## config.mk

```make
export PLATFORM = sky130hd
export DESIGN_NAME = npc_pc_unit
export DESIGN_NICKNAME = d
export VERILOG_FILES = /design/src/rtl/npc_pc_unit_pkg.sv /design/src/rtl/npc_pc_unit_sat_counter.sv /design/src/rtl/npc_pc_unit.sv
export SDC_FILE = /design/constraint.sdc
export NUM_CORES = 1
export LEC_CHECK = 0
export CAP_MARGIN = 15
export CORE_ASPECT_RATIO = 1.2
export CORE_UTILIZATION = 45
export DETAILED_ROUTE_END_ITERATION = 8
export PLACE_DENSITY = 0.73
export RECOVER_POWER = 100
export SLEW_MARGIN = 20
export SYNTH_ARGS = -nofsm -noshare
export SYNTH_HDL_FRONTEND = slang
export SYNTH_SLANG_ARGS = --single-unit
```

## constraint.sdc

```tcl
create_clock -name clk -period 4 [get_ports clk]
set_input_delay 0.4 -clock clk [delete_from_list [all_inputs] [get_ports clk]]
set_output_delay 0.4 -clock clk [all_outputs]
set_load 0.1 [all_outputs]
```

## src/rtl/npc_pc_unit_pkg.sv

```systemverilog
// Shared definitions for the fetch-side next-PC unit: the npc_op encodings
// used by the D-stage controller, the default fetch PC after reset, and small
// helpers that build branch and jump targets.
package npc_pc_unit_pkg;

    typedef enum logic [1:0] {
        NPC_SEQ = 2'd0,
        NPC_BR  = 2'd1,
        NPC_J   = 2'd2,
        NPC_JR  = 2'd3
    } npc_op_e;

    localparam logic [31:0] PC_RESET_DEFAULT = 32'h0000_3000;

    // Branch target relative to the delay slot: pc_d + 4 + (sext(imm16) << 2).
    // The sum wraps modulo 2^32.
    function automatic logic [31:0] branch_target(input logic [31:0] pc_d,
                                                  input logic [15:0] imm16);
        logic [31:0] offset;
        offset = {{14{imm16[15]}}, imm16, 2'b00};
        return pc_d + 32'd4 + offset;
    endfunction

    // j/jal target: the 256 MB region comes from the D-stage PC, not from pc_f.
    function automatic logic [31:0] jump_target(input logic [31:0] pc_d,
                                                input logic [25:0] index26);
        return {pc_d[31:28], index26, 2'b00};
    endfunction

endpackage

```

## src/rtl/npc_pc_unit_sat_counter.sv

```systemverilog
// Saturating up-counter: increments on en, sticks at all-ones instead of
// wrapping, and clears on a synchronous reset.
module sat_counter #(
    parameter int WIDTH = 32
) (
    input  logic             clk,
    input  logic             reset,
    input  logic             en,
    output logic [WIDTH-1:0] count
);

    logic at_max;

    assign at_max = &count;

    // Count enabled events until the counter reaches all-ones, then hold.
    always_ff @(posedge clk) begin
        if (reset) begin
            count <= '0;
        end else if (en && !at_max) begin
            count <= count + 1'b1;
        end
    end

endmodule

```

## src/rtl/npc_pc_unit.sv

```systemverilog
// Fetch program counter with next-PC selection.
// The D-stage decision (sequential, conditional branch, j/jal, jr) picks the
// next fetch address. The instruction already in F when the branch sits in D
// is the delay slot and is never squashed, so a redirect simply becomes the
// fetch after it. Stalls freeze the PC, the branch statistics and the sticky
// jr alignment flag; the D inputs are re-evaluated each cycle, so nothing is
// latched while stalled.
module npc_pc_unit
    import npc_pc_unit_pkg::*;
#(
    parameter logic [31:0] PC_RESET = PC_RESET_DEFAULT,
    parameter int          CNT_W    = 32
) (
    input  logic             clk,
    input  logic             reset,
    input  logic             stall,
    input  logic [1:0]       npc_op,
    input  logic             br_true,
    input  logic [31:0]      pc_d,
    input  logic [15:0]      imm16,
    input  logic [25:0]      index26,
    input  logic [31:0]      jr_target,
    output logic [31:0]      pc_f,
    output logic [31:0]      pc8_d,
    output logic             redirect,
    output logic             jr_misalign,
    output logic [CNT_W-1:0] br_total,
    output logic [CNT_W-1:0] br_taken
);

    npc_op_e     op;
    logic [31:0] pc_seq;
    logic [31:0] npc;
    logic        advance;
    logic        br_resolve;
    logic        br_take;
    logic        jr_bad;

    assign op      = npc_op_e'(npc_op);
    assign pc_seq  = pc_f + 32'd4;
    assign pc8_d   = pc_d + 32'd8;
    assign advance = !stall;

    // Next-PC mux and redirect flag; br_true only matters for a branch.
    always_comb begin
        npc      = pc_seq;
        redirect = 1'b0;
        case (op)
            NPC_SEQ: begin
                npc      = pc_seq;
                redirect = 1'b0;
            end
            NPC_BR: begin
                if (br_true) begin
                    npc      = branch_target(pc_d, imm16);
                    redirect = 1'b1;
                end else begin
                    npc      = pc_seq;
                    redirect = 1'b0;
                end
            end
            NPC_J: begin
                npc      = jump_target(pc_d, index26);
                redirect = 1'b1;
            end
            NPC_JR: begin
                npc      = {jr_target[31:2], 2'b00};
                redirect = 1'b1;
            end
            default: begin
                npc      = pc_seq;
                redirect = 1'b0;
            end
        endcase
    end

    // Fetch PC register: reset wins over stall and redirect.
    always_ff @(posedge clk) begin
        if (reset) begin
            pc_f <= PC_RESET;
        end else if (advance) begin
            pc_f <= npc;
        end
    end

    assign jr_bad = (op == NPC_JR) && (jr_target[1:0] != 2'b00);

    // Sticky misaligned-jr flag; only reset clears it.
    always_ff @(posedge clk) begin
        if (reset) begin
            jr_misalign <= 1'b0;
        end else if (advance && jr_bad) begin
            jr_misalign <= 1'b1;
        end
    end

    // A branch counts as resolved only on the edge that actually consumes it,
    // so a stalled branch is counted once, on release. Both counters saturate
    // independently; taken saturates no earlier than total, so taken <= total.
    assign br_resolve = advance && (op == NPC_BR);
    assign br_take    = br_resolve && br_true;

    sat_counter #(
        .WIDTH (CNT_W)
    ) u_br_total (
        .clk   (clk),
        .reset (reset),
        .en    (br_resolve),
        .count (br_total)
    );

    sat_counter #(
        .WIDTH (CNT_W)
    ) u_br_taken (
        .clk   (clk),
        .reset (reset),
        .en    (br_take),
        .count (br_taken)
    );

endmodule
```

==> summary.md <==
| Metric | Value |
|---|---|
| Clock skew | 8.54 ps |
| Critical path's top delay family | buffers and inverters |
| CTS root buf | clkbuf_16 |
| Arr. time, crit path | 3980 ps |
| Crit-path max FO | 20 |
| Initial antenna violation count | 1 |
| Die X | 124 um |
| Worst rel slew slack | 22.0% |
| IO buf count | 241 |
| Startpoint types | input pin |
| Cts repair resizes | 0 |
| # rows | 53 |
| Tot GR Track Use | 27.2% |
| CP max-delay cell | clkbuf_1 |
| Synth Register Bits | 97 |
| Synth top area share | 24.2% |
| Net Switching | 1.21 mW |
| Synth top area cells | dfxtp_1 24%, ha_1 9.5%, xnor2_1 8.0%, nor2_1 5.6%, nand2_1 5.3% |
| Status | complete, no violations |
| Max Freq | 271 MHz |
| Routed wire length | 25100 um |
| Ys async rst share | 0% |
| Comb pwr share | 38.1% |
| Total number of vias | 8591 |
| Wire per inst | 16.7 um |
| WS Path Type | input pin to flip-flop |
| Number of flops mapped to enable cells by yosys | 0 |
| Synth Cell Area | 8020 um2 |
| Setup-failing EPs final | 0 |
| Layout Utilization | 61.3% |
| Global Route met2 Usage | 45.9% |
| Placed Cells | 1484 |
| Routed Antenna Nets | 0 |
| Initial DRT Pass Iterations | 6 |
| Net Sw Frac | 40.0% |
| Yosys cell types | 74 |
| Clk_lat worst skew | 350 ps |
| Post-synth top cells | 120 x nor2_1, 113 x nand2_1, 97 x dfxtp_1 |
| Share of layout cells above drive strength 1 | 4.53% |
| Clk pin slew, worst setup/hold paths | 70 ps |
| Setup Fix Bufs, Post-CTS | 0 |
| Hold Fails Final Rpt | 0 |
| Vias in the first global route | 8046 |
| I/O pins | 242 |
| FILL cells | 1700 |
| Ant. Diodes | 0 |
| CP Capture Type | flip-flop |
| PD cells | 282 nW/um2 |
| Clk network pwr share | 27.7% |
| First-pass GRT wire length | 39700 um |
| Post-Syn Nets | 1222 |
| Slew Limit Fails | 0 |
| Nets@finish | 1449 |
| Buffer depth of the longest clock path | 2 |
| Initial drt markers | 596 |
| Primary FF master, synth | dfxtp_1 |
| Final cell count without fillers | 1499 |
| Min-Delay Path Class | flip-flop to flip-flop |
| Busiest grt layer | met2 |
| CTS tree | built |
| Core area | 17500 um2 |
| Starting density of the core | 45.8% |
| Most frequent cell after synthesis | nor2_1 |
| Die area | 18400 um2 |
| Area growth, synth to finish | 33.9% |
| GR Layer Usage met3 | 5.10% |
| Tcrit/Tclk final | 92.1% |
| Syn_area_per_cell | 7.65 um2 |
| Crit-path cells | dlygate4sd3_1 -> buf_4 -> clkbuf_1 -> clkinv_1 -> nor2_1 -> nand2_1 -> nand3_1 -> o21ai_0 -> a311o_1 -> nand3b_1 |
| Cell taking the most area after synthesis | dfxtp_1 |
| CP required | 4290 ps |
| Detailed-route DRC error count | 0 |
| Final TNS setup | 0 ps |
| Post-synthesis cell count | 1048 |
| H-tree Lvls | 3 |
| Min Clock Period, post-route | 3690 ps |
| Largest net degree at the start of global routing | 83 |
| Leakage power | 4.34 nW |
| Worst-Margin Slew | 1170 ps |
| Post-CTS Hold Fix Bufs | 0 |
| Sequential share of power | 34.3% |
| VDD IR max | 0.000175 V |
| Die height | 148 um |
| Max-cap violation count | 0 |
| Worst path max stage delay | 850 ps |
| Total gr overflow | 0 |
| DP HPWL | 19500 um |
| GP Congestion | 0.891 |
| TritonCTS buffer count | 9 |
| RSZ-0062 raised after global routing | no |
| # clock sinks | 97 |
| Met1 Track Usage GR | 34.2% |
| Synth warnings | 0 |
| Sequential share of the synthesized area | 24.2% |
| Buf+Inv Stages, Crit Path | 4 |
| Vias/cell | 5.73 |
| Pint | 1.82 mW |
## cells in the final DEF (no fill, tap or decap), drive strengths merged, types with 10 or more instances in the layout
| cell type | netlist | layout |
|---|---|---|
| inv | 36 | 40 |
| ha | 61 | 61 |
| o21ai | 57 | 57 |
| nand2 | 113 | 113 |
| nor3 | 21 | 21 |
| xnor2 | 73 | 73 |
| a211oi | 17 | 17 |
| clkbuf | 27 | 43 |
| and3 | 26 | 26 |
| dlygate4sd3 | 0 | 103 |
| clkdlybuf4s50 | 0 | 108 |
| nor2 | 120 | 120 |
| nand4 | 21 | 21 |
| buf | 15 | 12 |
| a21o | 13 | 13 |
| or3 | 17 | 17 |
| dfxtp | 97 | 97 |
| o211ai | 10 | 10 |
| nand3 | 57 | 57 |
| and4 | 12 | 12 |
| xor2 | 45 | 45 |
| a21oi | 71 | 71 |
## power groups by stage
stage | clock, mW | combinational [mW] | sequential, mW
after global routing | 0.886 | 1.23 | 1.04
after CTS | 0.850 | 1.19 | 1.04
after floorplan | 0 | 0.622 | 1.24
after detailed placement | 0 | 1.19 | 1.06
after global placement | 0 | 1.18 | 1.06
final | 0.838 | 1.15 | 1.04
## path summary, 6_finish.rpt
kind / start / endpoint / slack, ps / cells past startpoint
min: jr_misalign / jr_misalign / 470 / 2
max: npc_op[0] / pc_f[31] / 310 / 10
max reg2reg: u_br_total.count[15] / u_br_total.count[27] / 760 / 9
min reg2reg: jr_misalign / jr_misalign / 470 / 2
## tightest hold or removal path: cells and delay by family (launching register included)
family,cells,cell delay (ps)
and+or+nand+nor,1,70
DFF,1,330
AOI/OAI and AO/OA,1,40
## layer usage
metal / routed length (um) / vias up
li1: - / 4241
met4: 594 / 2
met3: 1900 / 40
met2: 12000 / 355
met1: 10600 / 3953
met5: 13 / -
## logic make-up (layout without fill, tap and decap cells)
group / Yosys count / in the layout / synth area share (%)
DFF: 97 / 97 / 24.2
adders and majority gates: 62 / 62 / 9.77
AOI/OAI and AO/OA: 248 / 248 / 20.2
and+or+nand+nor: 425 / 425 / 25.5
xor gates and xnor gates: 118 / 118 / 12.9
buffers and inverters: 79 / 310 / 3.90
muxes: 19 / 19 / 3.53
## flip-flops by register name, summed over array words and instances (netlist names)
name / cells
u_br_taken.count: 32
pc_f: 32
u_br_total.count: 32
jr_misalign: 1
## layout make-up
type	count	area [um2]	area share [%]
Multi-Input combinational cell	872	5740	53.5
Timing Repair Buffer	258	2350	21.9
Sequential cell	97	1940	18.1
Tap cell	220	275	2.57
Clock buffer	9	225	2.10
Inverter	37	139	1.29
Clock inverter	6	51.3	0.478
## metrics by stage
stage          area, um2  hold slack [ps]  setup slack [ps]  power, mW
2_1_floorplan       8020              568               361       1.86
3_3_place_gp       10700              447               235       2.24
3_5_place_dp       10700              457               174       2.25
4_1_cts            11000              473               504       3.08
5_1_grt            10700              485               142       3.16
6_report           10700              471               315       3.03
No activity file was read; power rests on OpenSTA's default activity.
